### src/rtl/jbi_pktin_dsm.sv
// JBus inbound packet disassembler: pad flops, lane parity check, packet framing FSM,
// header/data push to the inbound request queues, and parity/protocol error reporting.
module jbi_pktin_dsm #(
  parameter int PERR_CNT_W = 8,
  parameter int ADDR_W     = 43
) (
  input  logic                  clk,
  input  logic                  rst,
  input  logic [7:0]            io_jbi_j_adtype,
  input  logic [127:0]          io_jbi_j_ad,
  input  logic [3:0]            io_jbi_j_adp,
  input  logic                  csr_jbi_perr_chk_enb,
  input  logic                  csr_perr_cnt_clr,
  output logic                  pktin_hdr_vld,
  output logic [3:0]            pktin_hdr_cmd,
  output logic [5:0]            pktin_hdr_jid,
  output logic [ADDR_W-1:0]     pktin_hdr_addr,
  output logic [15:0]           pktin_hdr_be,
  output logic                  pktin_data_vld,
  output logic [127:0]          pktin_data,
  output logic                  pktin_data_last,
  output logic                  pktin_data_perr,
  output logic                  pktin_err_perr,
  output logic                  pktin_err_proto,
  output logic [PERR_CNT_W-1:0] pktin_perr_cnt
);

  typedef enum logic [1:0] {
    ST_IDLE = 2'd0,
    ST_DATA = 2'd1,
    ST_DROP = 2'd2
  } state_t;

  localparam logic [1:0] TY_IDLE = 2'b00;
  localparam logic [1:0] TY_HDR  = 2'b01;
  localparam logic [1:0] TY_DATA = 2'b10;
  localparam logic [1:0] TY_RSVD = 2'b11;

  // Stage 0: pad flops, reset to an idle cycle
  logic [7:0]   adtype_q_reg;
  logic [127:0] ad_q_reg;
  logic [3:0]   adp_q_reg;

  always_ff @(posedge clk) begin
    if (rst) begin
      adtype_q_reg <= 8'h00;
      ad_q_reg     <= '0;
      adp_q_reg    <= 4'h0;
    end else begin
      adtype_q_reg <= io_jbi_j_adtype;
      ad_q_reg     <= io_jbi_j_ad;
      adp_q_reg    <= io_jbi_j_adp;
    end
  end

  // Stage 1 decode
  logic [3:0] perr_lane;

  genvar gi;
  generate
    for (gi = 0; gi < 4; gi++) begin : g_lane
      assign perr_lane[gi] = ~^{ad_q_reg[32*gi +: 32], adtype_q_reg[2*gi +: 2], adp_q_reg[gi]};
    end
  endgenerate

  logic [1:0] cyc_type;
  logic [5:0] cyc_jid;
  logic       cyc_perr;
  logic [3:0] hdr_cmd;

  assign cyc_type = adtype_q_reg[7:6];
  assign cyc_jid  = adtype_q_reg[5:0];
  assign cyc_perr = (|perr_lane) & csr_jbi_perr_chk_enb & (cyc_type != TY_IDLE);
  assign hdr_cmd  = ad_q_reg[127:124];

  logic       cmd_ok;
  logic [2:0] cmd_beats;

  always_comb begin
    cmd_ok    = 1'b1;
    cmd_beats = 3'd0;
    case (hdr_cmd)
      4'h1:       cmd_beats = 3'd0;
      4'h2:       cmd_beats = 3'd4;
      4'h3, 4'h4: cmd_beats = 3'd1;
      default:    cmd_ok    = 1'b0;
    endcase
  end

  state_t     state_reg, state_next;
  logic [1:0] beat_cnt_reg, beat_cnt_next;
  logic [5:0] jid_reg, jid_next;
  logic       take_hdr;
  logic       hdr_push;
  logic       data_push;
  logic       data_last_next;
  logic       proto_next;

  always_ff @(posedge clk) begin
    if (rst) begin
      state_reg    <= ST_IDLE;
      beat_cnt_reg <= 2'd0;
      jid_reg      <= 6'd0;
    end else begin
      state_reg    <= state_next;
      beat_cnt_reg <= beat_cnt_next;
      jid_reg      <= jid_next;
    end
  end

  always_comb begin
    state_next     = state_reg;
    beat_cnt_next  = beat_cnt_reg;
    jid_next       = jid_reg;
    take_hdr       = 1'b0;
    hdr_push       = 1'b0;
    data_push      = 1'b0;
    data_last_next = 1'b0;
    proto_next     = 1'b0;

    case (state_reg)
      ST_IDLE: begin
        case (cyc_type)
          TY_HDR:  take_hdr   = 1'b1;
          TY_DATA: proto_next = 1'b1;
          TY_RSVD: proto_next = 1'b1;
          default: ;
        endcase
      end
      ST_DATA: begin
        case (cyc_type)
          TY_DATA: begin
            if (cyc_jid == jid_reg) begin
              data_push      = 1'b1;
              data_last_next = (beat_cnt_reg == 2'd0);
              if (beat_cnt_reg == 2'd0) begin
                state_next = ST_IDLE;
              end else begin
                beat_cnt_next = beat_cnt_reg - 2'd1;
              end
            end else begin
              proto_next = 1'b1;
              state_next = ST_DROP;
            end
          end
          // A new header abandons the packet and is then decoded normally
          TY_HDR: begin
            proto_next = 1'b1;
            take_hdr   = 1'b1;
          end
          default: begin
            proto_next = 1'b1;
            state_next = ST_IDLE;
          end
        endcase
      end
      ST_DROP: begin
        case (cyc_type)
          TY_HDR:  take_hdr = 1'b1;
          TY_IDLE: state_next = ST_IDLE;
          TY_RSVD: begin
            proto_next = 1'b1;
            state_next = ST_IDLE;
          end
          default: ;
        endcase
      end
      default: state_next = ST_IDLE;
    endcase

    if (take_hdr) begin
      if (cyc_perr || !cmd_ok) begin
        proto_next = proto_next | ~cmd_ok;
        state_next = ST_DROP;
      end else begin
        hdr_push = 1'b1;
        if (cmd_beats == 3'd0) begin
          state_next = ST_IDLE;
        end else begin
          state_next    = ST_DATA;
          beat_cnt_next = 2'(cmd_beats - 3'd1);
          jid_next      = cyc_jid;
        end
      end
    end
  end

  // Registered outputs; payloads only load on their push
  always_ff @(posedge clk) begin
    if (rst) begin
      pktin_hdr_vld   <= 1'b0;
      pktin_hdr_cmd   <= 4'h0;
      pktin_hdr_jid   <= 6'd0;
      pktin_hdr_addr  <= '0;
      pktin_hdr_be    <= 16'h0;
      pktin_data_vld  <= 1'b0;
      pktin_data      <= '0;
      pktin_data_last <= 1'b0;
      pktin_data_perr <= 1'b0;
      pktin_err_perr  <= 1'b0;
      pktin_err_proto <= 1'b0;
      pktin_perr_cnt  <= '0;
    end else begin
      pktin_hdr_vld   <= hdr_push;
      pktin_data_vld  <= data_push;
      pktin_data_last <= data_push & data_last_next;
      pktin_data_perr <= data_push & cyc_perr;
      pktin_err_perr  <= cyc_perr;
      pktin_err_proto <= proto_next;
      if (hdr_push) begin
        pktin_hdr_cmd  <= hdr_cmd;
        pktin_hdr_jid  <= cyc_jid;
        pktin_hdr_addr <= ad_q_reg[ADDR_W-1:0];
        pktin_hdr_be   <= ad_q_reg[79:64];
      end
      if (data_push) begin
        pktin_data <= ad_q_reg;
      end
      if (csr_perr_cnt_clr) begin
        pktin_perr_cnt <= '0;
      end else if (cyc_perr && (pktin_perr_cnt != {PERR_CNT_W{1'b1}})) begin
        pktin_perr_cnt <= pktin_perr_cnt + 1'b1;
      end
    end
  end

endmodule

### config.mk
export PLATFORM = sky130hd
export DESIGN_NAME = jbi_pktin_dsm
export DESIGN_NICKNAME = d
export VERILOG_FILES = /design/src/rtl/jbi_pktin_dsm.sv
export SDC_FILE = /design/constraint.sdc
export NUM_CORES = 1
export LEC_CHECK = 0
export CAP_MARGIN = 25
export CORE_ASPECT_RATIO = 1.1
export CORE_MARGIN = 1.5
export CORE_UTILIZATION = 52
export DETAILED_ROUTE_END_ITERATION = 8
export PLACE_DENSITY = 0.95
export SETUP_SLACK_MARGIN = 0.5
export SYNTH_ARGS = -nofsm -noshare
export SYNTH_HDL_FRONTEND = slang
export SYNTH_SLANG_ARGS = --single-unit
### constraint.sdc
create_clock -name clk -period 6 [get_ports clk]
set_input_delay 0.6 -clock clk [delete_from_list [all_inputs] [get_ports clk]]
set_output_delay 0.6 -clock clk [all_outputs]
set_load 0.05 [all_outputs]
; Word level (Yosys, flattened, before mapping)
; Index checks and enable logic that the tools add are counted.
[op_classes]
reduce_logical = 21
div_mod_pow = 0
n_addsub = 3
eq_ne = 15
bitwise_logic = 8
shifts = 0
mul = 0
magnitude_cmp = 0
mux = 34
[op_table]
columns = cell, count
row1 = 35-bit XNOR reduction, 4
row2 = 2-bit two-way mux, 12
row3 = 1-bit two-way mux, 18
row4 = "8-bit by 1-bit adder with 8-bit output, second input constant", 1
row5 = "4-bit by 2-bit equality test with 1-bit output, second input constant", 2
row6 = "8-bit != test, second input constant", 1
row7 = 2-bit OR reduction, 4
row8 = 4-bit OR reduction, 2
row9 = "2-bit equality test, second input constant", 3
row10 = 6-bit equality test, 1
row11 = 2-bit zero test, 3
row12 = "3-bit != test, second input constant", 2
row13 = 2-bit one-hot mux with 3 select lines, 1
row14 = 3-bit one-hot mux with 2 select lines, 1
row15 = "5-bit != test, second input constant", 1
row16 = 1-bit bitwise AND, 4
row17 = "2-bit by 1-bit equality test with 1-bit output, second input constant", 2
row18 = "4-bit by 1-bit equality test with 1-bit output, second input constant", 1
row19 = "4-bit by 3-bit equality test with 1-bit output, second input constant", 1
row20 = 2-bit one-hot mux with 2 select lines, 1
row21 = 4-bit AND reduction, 1
row22 = "2-bit by 1-bit subtractor with 2-bit output, second input constant", 2
row23 = 3-bit zero test, 1
row24 = 1-bit inverter, 3
row25 = 9 further kinds, 9
[totals]
output_inout_bits = 211
mem_count = 0
word_cells = 99
rom_bits = 0
regBits = 361
input_bits = 144
ram_bits = 0
latchBits = 0

; Longest topological paths before layout
; Gate-level depths: netlist of the first run.
[logic_depth]
ltp_word = 8
depth_mapped = 11
mapped_depth_nobuf = 8

; Least setup slack after synthesis of the first run
; OpenSTA, ideal clock, no wires.
[synth_timing]
path_kind = reg2reg
startpoint = register adtype_q_reg[1]
endpoint = register pktin_hdr_addr[11]
path_stages_with_launch = 11
required_ps = 5877
slack_ps = 3620
period_less_slack_ps = 2380
path_buffers = 2
setup_time_ps = 123
t_arrival_ps = 2257
path_cell_list = dfxtp_1 xnor2_1 xnor2_1 xnor2_1 xnor3_1 xnor2_1 o41ai_2 and2_1 buf_2 buf_2 o21ai_0
[synth_between]
elab_chain_len = 7
[synth_lines]
columns = element, line
row1 = "start, declared", 40  ; logic [7:0] adtype_q_reg;
row2 = "start signal, assigned", 50  ; adtype_q_reg <= io_jbi_j_adtype;
row3 = 35-bit XNOR reduction, 62  ; assign perr_lane[gi] = ~^{ad_q_reg[32*gi +: 32], adtype_q_reg[2*gi +: 2], adp_q_reg[gi]};
row4 = 4-bit OR reduction, 73  ; assign cyc_perr = (|perr_lane) & csr_jbi_perr_chk_enb & (cyc_type != TY_IDLE);
row5 = 1-bit bitwise AND (2 in series), 73
row6 = 1-bit logical OR, 172  ; if (cyc_perr || !cmd_ok) begin
row7 = 1-bit two-way mux, 172
row8 = 1-bit two-way mux, 171  ; if (take_hdr) begin
row9 = "end signal, assigned", 213  ; pktin_hdr_addr <= ad_q_reg[ADDR_W-1:0];
row10 = "end, declared", 17  ; output logic [ADDR_W-1:0] pktin_hdr_addr,
; Every way passes these cells.
; A chain may end at the register's enable or synchronous reset.

; Worst setup path after layout of the first run
[layout_timing]
startpoint = register adtype_q_reg[4]
endpoint = register jid_reg[5]
[layout_between]
elab_chain_len = 7
[layout_lines]
columns = element, line
row1 = 35-bit XNOR reduction, 62
row2 = 4-bit OR reduction, 73
row3 = 1-bit bitwise AND (2 in series), 73
row4 = 1-bit logical OR, 172
row5 = 1-bit inverter (no line), --
row6 = 3-bit AND reduction (no line), --
row7 = "end signal, assigned", 107  ; jid_reg <= jid_next;
row8 = "end, declared", 92  ; logic [5:0] jid_reg, jid_next;
; Every way passes these cells.

==> results of run 1 <==
==> layer usage <==
layer	GRT usage (%)	share of wire, %	vias up
li1	-	-	5274
met1	29.14	36	5147
met2	48.33	49	441
met3	9.373	9.4	103
met4	13.58	4.9	2
met5	0	0.029	-
==> tightest hold or removal path, delay by kind of cell (launching register included) <==
| kind | cells | cell delay (ps) |
|---|---|---|
| flops | 1 | 310 |
| simple gates | 1 | 50 |
| compound gates | 1 | 50 |
==> path summary, 6_finish.rpt <==
check	slack, ps	to	cells past startpoint
setup / recovery	2350	jid_reg[5]	9
hold / removal	450	pktin_data[26]	2
setup reg to reg	2350	jid_reg[5]	9
hold reg to reg	450	pktin_data[26]	2
==> stage by stage <==
stage	worst slack, ps	hold slack (ps)	instance area, sq um
final	2355	454.7	18480
after global routing	2081	479.3	18480
after CTS	2284	456.3	18470
after detailed placement	2288	447.8	17120
after global placement	2406	440.5	17100
after floorplan	3620	443.4	13450
==> cells in the final DEF, fill, tap and decap left out, drive strengths merged <==
| cell type | count |
|---|---|
| nand2 | 266 |
| nor4 | 4 |
| nand4b | 63 |
| nor2 | 8 |
| nand2b | 83 |
| o22ai | 2 |
| diode | 3 |
| nor2b | 141 |
| a211oi | 1 |
| or3 | 3 |
| o41ai | 4 |
| nor3b | 1 |
| a32oi | 1 |
| and2 | 2 |
| xnor3 | 4 |
| xnor2 | 115 |
| and3 | 4 |
| clkdlybuf4s50 | 353 |
| o21bai | 1 |
| o311a | 1 |
| o311ai | 1 |
| buf | 9 |
| nor3 | 3 |
| ha | 5 |
| o31ai | 4 |
| clkinv | 6 |
| a21oi | 137 |
| o21ai | 67 |
| inv | 7 |
| mux2i | 13 |
| clkinvlp | 1 |
| o211ai | 1 |
| xor2 | 20 |
| bufinv | 7 |
| nand3 | 5 |
| clkbuf | 52 |
| or2 | 1 |
| dfxtp | 361 |
| or4 | 3 |
==> logic make-up (layout without fill, tap and decap cells) <==
kind of cell	Yosys count	in the layout	share of synthesized area (%)
AO/OA/AOI/OAI	220	220	8.595
adder cells (fa/ha/maj)	5	5	0.4651
multiplexers	13	13	0.9673
XOR/XNOR	139	139	9.460
flip-flops	361	361	53.73
other	0	3	0
buffers and inverters	107	435	3.395
AND/OR/NAND/NOR	587	587	23.39
==> power groups by stage <==
| stage | combinational [mW] | sequential [mW] | clock, mW |
|---|---|---|---|
| 4_1_cts | 0.685 | 2.52 | 2.54 |
| 5_1_grt | 0.725 | 2.52 | 2.64 |
| 3_3_place_gp | 0.671 | 2.56 | 0 |
| 3_5_place_dp | 0.681 | 2.57 | 0 |
| 2_1_floorplan | 0.426 | 2.59 | 0 |
| 6_report | 0.679 | 2.52 | 2.51 |
==> final cells by class <==
class / count / area [sq um] / area share [%]
Clock inverter: 15 / 271.5 / 1.469
Antenna cell: 3 / 7.507 / 0.04062
Inverter: 6 / 22.52 / 0.1219
Clock buffer: 52 / 1084 / 5.863
Sequential cell: 361 / 7227 / 39.10
Timing Repair Buffer: 362 / 3633 / 19.66
Tap cell: 346 / 432.9 / 2.342
Multi-Input combinational cell: 964 / 5803 / 31.40
==> impl_metrics.prom, run 1 <==
# TYPE chip_impl_metric gauge
chip_impl_metric{name="share_clk_of_total_power",unit="%"} 44.0
chip_impl_metric{name="drtAntennaViolNets",unit=""} 0
chip_impl_metric{name="drt_pass1_iterations",unit=""} 8
chip_impl_info{name="timing_worst_setup_path_type",value="flip-flop to flip-flop"} 1
chip_impl_metric{name="layout.core_utilization",unit="%"} 72.94
chip_impl_metric{name="synthesis.area",unit="sq mm"} 0.01345
chip_impl_metric{name="grt_overflow_total",unit=""} 0
chip_impl_metric{name="first_global_vias",unit=""} 11267
chip_impl_metric{name="postSynthRegisterBits",unit=""} 361
chip_impl_metric{name="syn_nets",unit=""} 1581
chip_impl_metric{name="clock_sink_count",unit=""} 361
chip_impl_metric{name="tns",unit="ps"} 0
chip_impl_info{name="worst_setup_path_startpoint",value="adtype_q_reg[4]"} 1
chip_impl_metric{name="crit_buf_inv",unit=""} 1
chip_impl_info{name="yosys-top-cells-area",value="dfxtp_1 (54%), xnor2_1 (7.5%), nand2_1 (7.4%)"} 1
chip_impl_metric{name="die_w",unit="um"} 156.4
chip_impl_metric{name="design_power_total",unit="mW"} 5.707
chip_impl_metric{name="postCtsResizedCells",unit=""} 0
chip_impl_metric{name="final_layout_size_suffix_gt1_share",unit="%"} 4.375
chip_impl_metric{name="longest_clk_path_bufs",unit=""} 3
chip_impl_metric{name="post_cts.repair.setup_buffers",unit=""} 0
chip_impl_metric{name="finalWirelength",unit="um"} 37560
chip_impl_metric{name="power.switching",unit="mW"} 1.345
chip_impl_metric{name="cell_internal_pwr",unit="mW"} 4.362
chip_impl_metric{name="critPathMaxStageDelay",unit="ps"} 740
chip_impl_metric{name="placed_cells_incl_taps",unit=""} 2039
chip_impl_metric{name="finalCriticalPeriod",unit="ps"} 3645
chip_impl_metric{name="ys_warn_count",unit=""} 0
chip_impl_metric{name="synth_sequential_area_ratio",unit="%"} 53.73
chip_impl_metric{name="timing.critical_path.arrival",unit="ps"} 4080
chip_impl_metric{name="globalRouteTotalUtil",unit="%"} 27.39
chip_impl_metric{name="synth.lib_cells_used.distinct",unit=""} 41
chip_impl_metric{name="p_comb_share",unit="%"} 11.9
chip_impl_info{name="timing.critical_path.to_type",value="flip-flop"} 1
chip_impl_metric{name="layout_skew",unit="ps"} 36.05
chip_impl_metric{name="postSynthAreaPerCell",unit="sq um"} 9.394
chip_impl_metric{name="vdd_drop_max",unit="uV"} 221.2
chip_impl_metric{name="edff_count_synth",unit=""} 0
chip_impl_metric{name="critical_path_required",unit="ps"} 6430
chip_impl_metric{name="finish.cell_count_without_fillers",unit=""} 2109
chip_impl_metric{name="cts-hold-fix-buffers",unit=""} 0
chip_impl_metric{name="finalCritPeriodShare",unit="%"} 60.75
chip_impl_metric{name="timing.final.max_slew_violations",unit=""} 0
chip_impl_metric{name="syn_to_layout_area_delta",unit="%"} 37.39
chip_impl_info{name="clock_tree_from_tritoncts",value="yes"} 1
chip_impl_info{name="run_status",value="complete, no violations"} 1
chip_impl_metric{name="synth_async_sr_flop_share",unit="%"} 0
chip_impl_metric{name="fp.dieH",unit="um"} 171.7
chip_impl_metric{name="finalNetCount",unit=""} 1881
chip_impl_metric{name="placement.io_buffers",unit=""} 354
chip_impl_metric{name="cp_max_fo",unit=""} 83
chip_impl_metric{name="detailedRoute.firstIterationViolations",unit=""} 700
chip_impl_info{name="ordered_list_of_cells_on_the_worst_path",value="xor2_1, xnor2_1, xnor2_1, xnor3_1, xnor2_1, o41ai_4, buf_4, and3_1, mux2i_1"} 1
chip_impl_info{name="dominant_cell_by_count_in_the_synthesized_netlist",value="dfxtp_1"} 1
chip_impl_metric{name="tightest_slew",unit="ps"} 914.2
chip_impl_metric{name="clock_transition_at_the_registers_of_the_reported_paths",unit="ps"} 60
chip_impl_metric{name="latest_clock_arrival_within_the_worst_skew_pair",unit="ps"} 520
chip_impl_metric{name="detailroute.via_count",unit=""} 10967
chip_impl_metric{name="start_util",unit="%"} 53.09
chip_impl_info{name="ys.flop_type",value="dfxtp_1"} 1
chip_impl_info{name="post-synth-top-area-cell",value="dfxtp_1"} 1
chip_impl_info{name="synth_commonest_cells",value="dfxtp_1 (361), nand2_1 (265), nor2b_1 (141)"} 1
chip_impl_metric{name="leakagePower",unit="nW"} 6.396
chip_impl_metric{name="maximum_number_of_pins_on_one_net_before_global_route_repair",unit=""} 197
chip_impl_metric{name="power.switching_fraction",unit="%"} 23.56
chip_impl_info{name="hold_start",value="pktin_data[26]"} 1
chip_impl_info{name="timing.hold.worst.class",value="flip-flop to flip-flop"} 1
chip_impl_metric{name="synth.top_cell.area_share",unit="%"} 53.73
chip_impl_metric{name="row_count",unit=""} 61
chip_impl_metric{name="share_seq_of_total_power",unit="%"} 44.1
chip_impl_info{name="standard_cell_with_the_maximum_stage_delay_on_the_critical_path",value="buf_4"} 1
chip_impl_metric{name="viasPerCell",unit=""} 5.200
chip_impl_metric{name="timing.final.hold_violations",unit=""} 0
chip_impl_metric{name="fmaxAchievable",unit="MHz"} 274.3
chip_impl_metric{name="power-per-cell-area",unit="mW/mm^2"} 308.8
chip_impl_info{name="start_kind",value="flip-flop"} 1
chip_impl_info{name="critical-path-top-cell-by-count",value="xnor2_1"} 1
chip_impl_metric{name="remaining_drc_errors",unit=""} 0
chip_impl_metric{name="filler_cell_count",unit=""} 1682
chip_impl_metric{name="finalWeightedCongestion",unit=""} 0.8300
chip_impl_metric{name="core",unit="sq mm"} 0.02534
chip_impl_metric{name="numCtsBuffers",unit=""} 37
chip_impl_metric{name="dp_hpwl",unit="um"} 25180
chip_impl_metric{name="grt_pass1_wl",unit="um"} 57720
chip_impl_metric{name="worst_slew_margin_rel",unit="%"} 39.05
chip_impl_info{name="unrepaired_setup_endpoints_after_global_routing",value="false"} 1
chip_impl_metric{name="post_drt_wl_per_cell",unit="um"} 17.81
chip_impl_metric{name="grt_antenna_before_repair",unit=""} 4
chip_impl_metric{name="fp.dieArea",unit="sq mm"} 0.02684
chip_impl_metric{name="timing.final.setup_violations",unit=""} 0
chip_impl_metric{name="cts_htree_levels",unit=""} 2
chip_impl_info{name="buffer_cell_driving_the_clock_tree_root",value="clkbuf_16"} 1
chip_impl_metric{name="io-pin-count",unit=""} 355
chip_impl_metric{name="post_synth_inst_count",unit=""} 1432
chip_impl_info{name="startpoint_of_the_worst_slack_reg_to_reg_timing_path",value="adtype_q_reg[4]"} 1
chip_impl_info{name="top_delay_family_on_crit_path",value="XOR/XNOR gates"} 1
chip_impl_metric{name="cap_viol_max_count",unit=""} 0
No activity file was read; power rests on OpenSTA's default activity.
==> inputs of run 2 (changes only) <==
CORE_UTILIZATION = 44   (was 52)
PLACE_DENSITY = 0.87   (was 0.95)
clock period = 3.35 ns   (was 6 ns; I/O delays follow)
==> impl_metrics.prom, run 2 (synthesis gave the netlist of run 1 again) <==
# TYPE chip_impl_metric gauge
chip_impl_info{name="run_status",value="complete, no violations"} 1
chip_impl_metric{name="start_util",unit="%"} 45.12
chip_impl_metric{name="detailedRoute.firstIterationViolations",unit=""} 627
chip_impl_metric{name="longest_clk_path_bufs",unit=""} 3
chip_impl_metric{name="placed_cells_incl_taps",unit=""} 2112
chip_impl_metric{name="globalRouteTotalUtil",unit="%"} 23.79
chip_impl_metric{name="cts-hold-fix-buffers",unit=""} 0
chip_impl_metric{name="worstHoldPathCells",unit=""} 2
chip_impl_metric{name="post_drt_wl_per_cell",unit="um"} 18.36
chip_impl_info{name="worst_r2r_endpoint",value="pktin_perr_cnt[7]"} 1
chip_impl_metric{name="core",unit="sq mm"} 0.02981
chip_impl_metric{name="leakagePower",unit="nW"} 6.773
chip_impl_metric{name="row_count",unit=""} 66
chip_impl_metric{name="syn_to_layout_area_delta",unit="%"} 43.44
chip_impl_metric{name="numCtsBuffers",unit=""} 37
chip_impl_metric{name="cp_max_fo",unit=""} 8
chip_impl_metric{name="cap_viol_max_count",unit=""} 0
chip_impl_metric{name="final_layout_size_suffix_gt1_share",unit="%"} 9.922
chip_impl_metric{name="finalWirelength",unit="um"} 40300
chip_impl_info{name="mostFrequentLayoutCell",value="clkdlybuf4s50_1"} 1
chip_impl_metric{name="remaining_drc_errors",unit=""} 0
chip_impl_metric{name="timing.final.hold_violations",unit=""} 0
chip_impl_info{name="hold_end",value="adtype_q_reg[3]"} 1
chip_impl_info{name="start_kind",value="flip-flop"} 1
chip_impl_metric{name="latest_clock_arrival_within_the_worst_skew_pair",unit="ps"} 530
chip_impl_info{name="startpoint_of_the_worst_slack_reg_to_reg_timing_path",value="ad_q_reg[41]"} 1
chip_impl_metric{name="dp_hpwl",unit="um"} 26180
chip_impl_metric{name="maximum_number_of_pins_on_one_net_before_global_route_repair",unit=""} 204
chip_impl_info{name="mostFrequentLayoutCells",value="clkdlybuf4s50_1 (353), dfxtp_1 (335), nand2_1 (265)"} 1
chip_impl_metric{name="postPlaceCellArea",unit="sq mm"} 0.01729
chip_impl_info{name="timing.critical_path.to_type",value="flip-flop"} 1
chip_impl_metric{name="clock_sink_count",unit=""} 361
chip_impl_metric{name="finalCriticalPeriod",unit="ps"} 2909
chip_impl_metric{name="grt_pass1_wl",unit="um"} 59270
chip_impl_metric{name="m1WireLength",unit="um"} 15100
chip_impl_metric{name="detailroute.via_count",unit=""} 11220
chip_impl_metric{name="timing.critical_path.arrival",unit="ps"} 3310
chip_impl_metric{name="timing.reg2reg.setup_slack",unit="ps"} 440
chip_impl_metric{name="tightest_slew",unit="ps"} 1140
chip_impl_metric{name="worst_slew_margin_rel",unit="%"} 23.97
chip_impl_info{name="unrepaired_setup_endpoints_after_global_routing",value="true"} 1
chip_impl_metric{name="finalWeightedCongestion",unit=""} 0.8250
chip_impl_metric{name="fp.dieH",unit="um"} 186.4
chip_impl_metric{name="io-pin-count",unit=""} 355
chip_impl_metric{name="timing.final.setup_violations",unit=""} 0
chip_impl_metric{name="fmaxAchievable",unit="MHz"} 343.7
chip_impl_metric{name="grt_overflow_total",unit=""} 0
chip_impl_metric{name="critical_path_required",unit="ps"} 3750
chip_impl_metric{name="drtAntennaViolNets",unit=""} 0
chip_impl_metric{name="viasPerCell",unit=""} 5.112
chip_impl_info{name="clock_tree_from_tritoncts",value="yes"} 1
chip_impl_metric{name="met3_wirelength",unit="um"} 3625
chip_impl_metric{name="fp.dieArea",unit="sq mm"} 0.03163
chip_impl_metric{name="grt_antenna_before_repair",unit=""} 3
chip_impl_metric{name="first_global_vias",unit=""} 11088
chip_impl_metric{name="die_w",unit="um"} 169.7
chip_impl_metric{name="route.met2.wl",unit="um"} 19570
chip_impl_metric{name="cts_htree_levels",unit=""} 2
chip_impl_info{name="hold_start",value="io_jbi_j_adtype[3]"} 1
chip_impl_metric{name="finish.cell_count_without_fillers",unit=""} 2195
chip_impl_info{name="timing_worst_setup_path_type",value="flip-flop to flip-flop"} 1
chip_impl_metric{name="layout_skew",unit="ps"} 21.89
chip_impl_metric{name="timing.final.max_slew_violations",unit=""} 0
chip_impl_info{name="timing.hold.worst.class",value="primary input to flip-flop"} 1
chip_impl_metric{name="placement.io_buffers",unit=""} 354
chip_impl_metric{name="stdcell_area",unit="sq mm"} 0.01929
chip_impl_metric{name="clock_transition_at_the_registers_of_the_reported_paths",unit="ps"} 70
chip_impl_metric{name="finalCritPeriodShare",unit="%"} 86.84
chip_impl_metric{name="vdd_drop_max",unit="uV"} 372.9
chip_impl_metric{name="drt_pass1_iterations",unit=""} 5
chip_impl_info{name="buffer_cell_driving_the_clock_tree_root",value="clkbuf_16"} 1
chip_impl_metric{name="tns",unit="ps"} 0
chip_impl_metric{name="power-per-cell-area",unit="mW/mm^2"} 539.9
chip_impl_info{name="routed.top_layer",value="met4"} 1
chip_impl_metric{name="rr_worst_depth",unit=""} 10
chip_impl_metric{name="finalNetCount",unit=""} 1910
chip_impl_metric{name="hold-worst-slack",unit="ps"} 355.2
## run 2: critical path, stage by stage, from the launching register on
cell and delay, ps:
dfxtp_1 390, xnor2_1 170, xnor2_1 120, xnor2_1 260, xnor3_1 410, xnor2_2 280, o41ai_4 150, buf_6 170
clkbuf_16 160, o41ai_1 550, a21oi_2 110
## run 2: final cells by class
cell class / count / area [sq um]
clock buffers: 43 / 1021
multi-input cells: 964 / 6127
well taps: 408 / 510.5
repair buffers: 391 / 4078
diodes: 3 / 7.507
inverters: 6 / 22.52
fillers: 2266 / 10520
flip-flops and latches: 361 / 7267
clock inverters: 19 / 261.5
## run 2: where the power goes
group | total (mW) | internal [mW] | switching [mW]
Sequential | 4.52 | 4.41 | 0.109
Combinational | 1.54 | 0.808 | 0.727
Clock | 4.36 | 2.65 | 1.72
Total | 10.4 | 7.86 | 2.55
## run 2: worst max-delay path by stage
| stage | to | start | cells after the start |
|---|---|---|---|
| 2_1_floorplan | pktin_hdr_addr[11] | adtype_q_reg[1] | 10 |
| 3_3_place_gp | pktin_hdr_jid[2] | adtype_q_reg[0] | 9 |
| 3_5_place_dp | pktin_hdr_jid[4] | adtype_q_reg[0] | 9 |
| 4_1_cts | pktin_perr_cnt[7] | ad_q_reg[75] | 10 |
| 5_1_grt | pktin_perr_cnt[7] | ad_q_reg[124] | 10 |
| 6_report | pktin_perr_cnt[7] | ad_q_reg[41] | 10 |
## run 2: repair_timing
action,4_1_cts,5_1_grt
setup buffers,2,7
gates resized for setup,21,94
setup endpoints to repair,89,89
pin swaps,9,22
gates cloned,1,8
## run 2: per-stage QoR
stage / power [mW] / setup WS, ps / utilization, %
after detailed placement: 5.845 / 216.4 / 58.00
final: 10.42 / 440.9 / 64.72
after global routing: 10.73 / 373.8 / 64.72
after global placement: 5.819 / 275.8 / 58.00
after CTS: 10.30 / 463.5 / 62.86
after floorplan: 5.400 / 969.7 / -
## run 2: layer usage
metal / up-vias / track usage (%)
li1: 5322 / -
met1: 5348 / 26.52
met2: 441 / 40.34
met3: 109 / 8.059
met4: 0 / 11.67
met5: - / 0
==> inputs of run 3 (changes only) <==
==> constraint.sdc (replaced) <==
create_clock -name clk -period 3.35 [get_ports clk]
set_input_delay 0.335 -clock clk [delete_from_list [all_inputs] [get_ports clk]]
set_output_delay 0.335 -clock clk [all_outputs]
set_load 0.005 [all_outputs]
==> results of run 3 <==
Same layout as run 2 (identical final DEF). Status: complete, no violations.
Among the figures that moved: total power 10.42 mW -> 10.35 mW
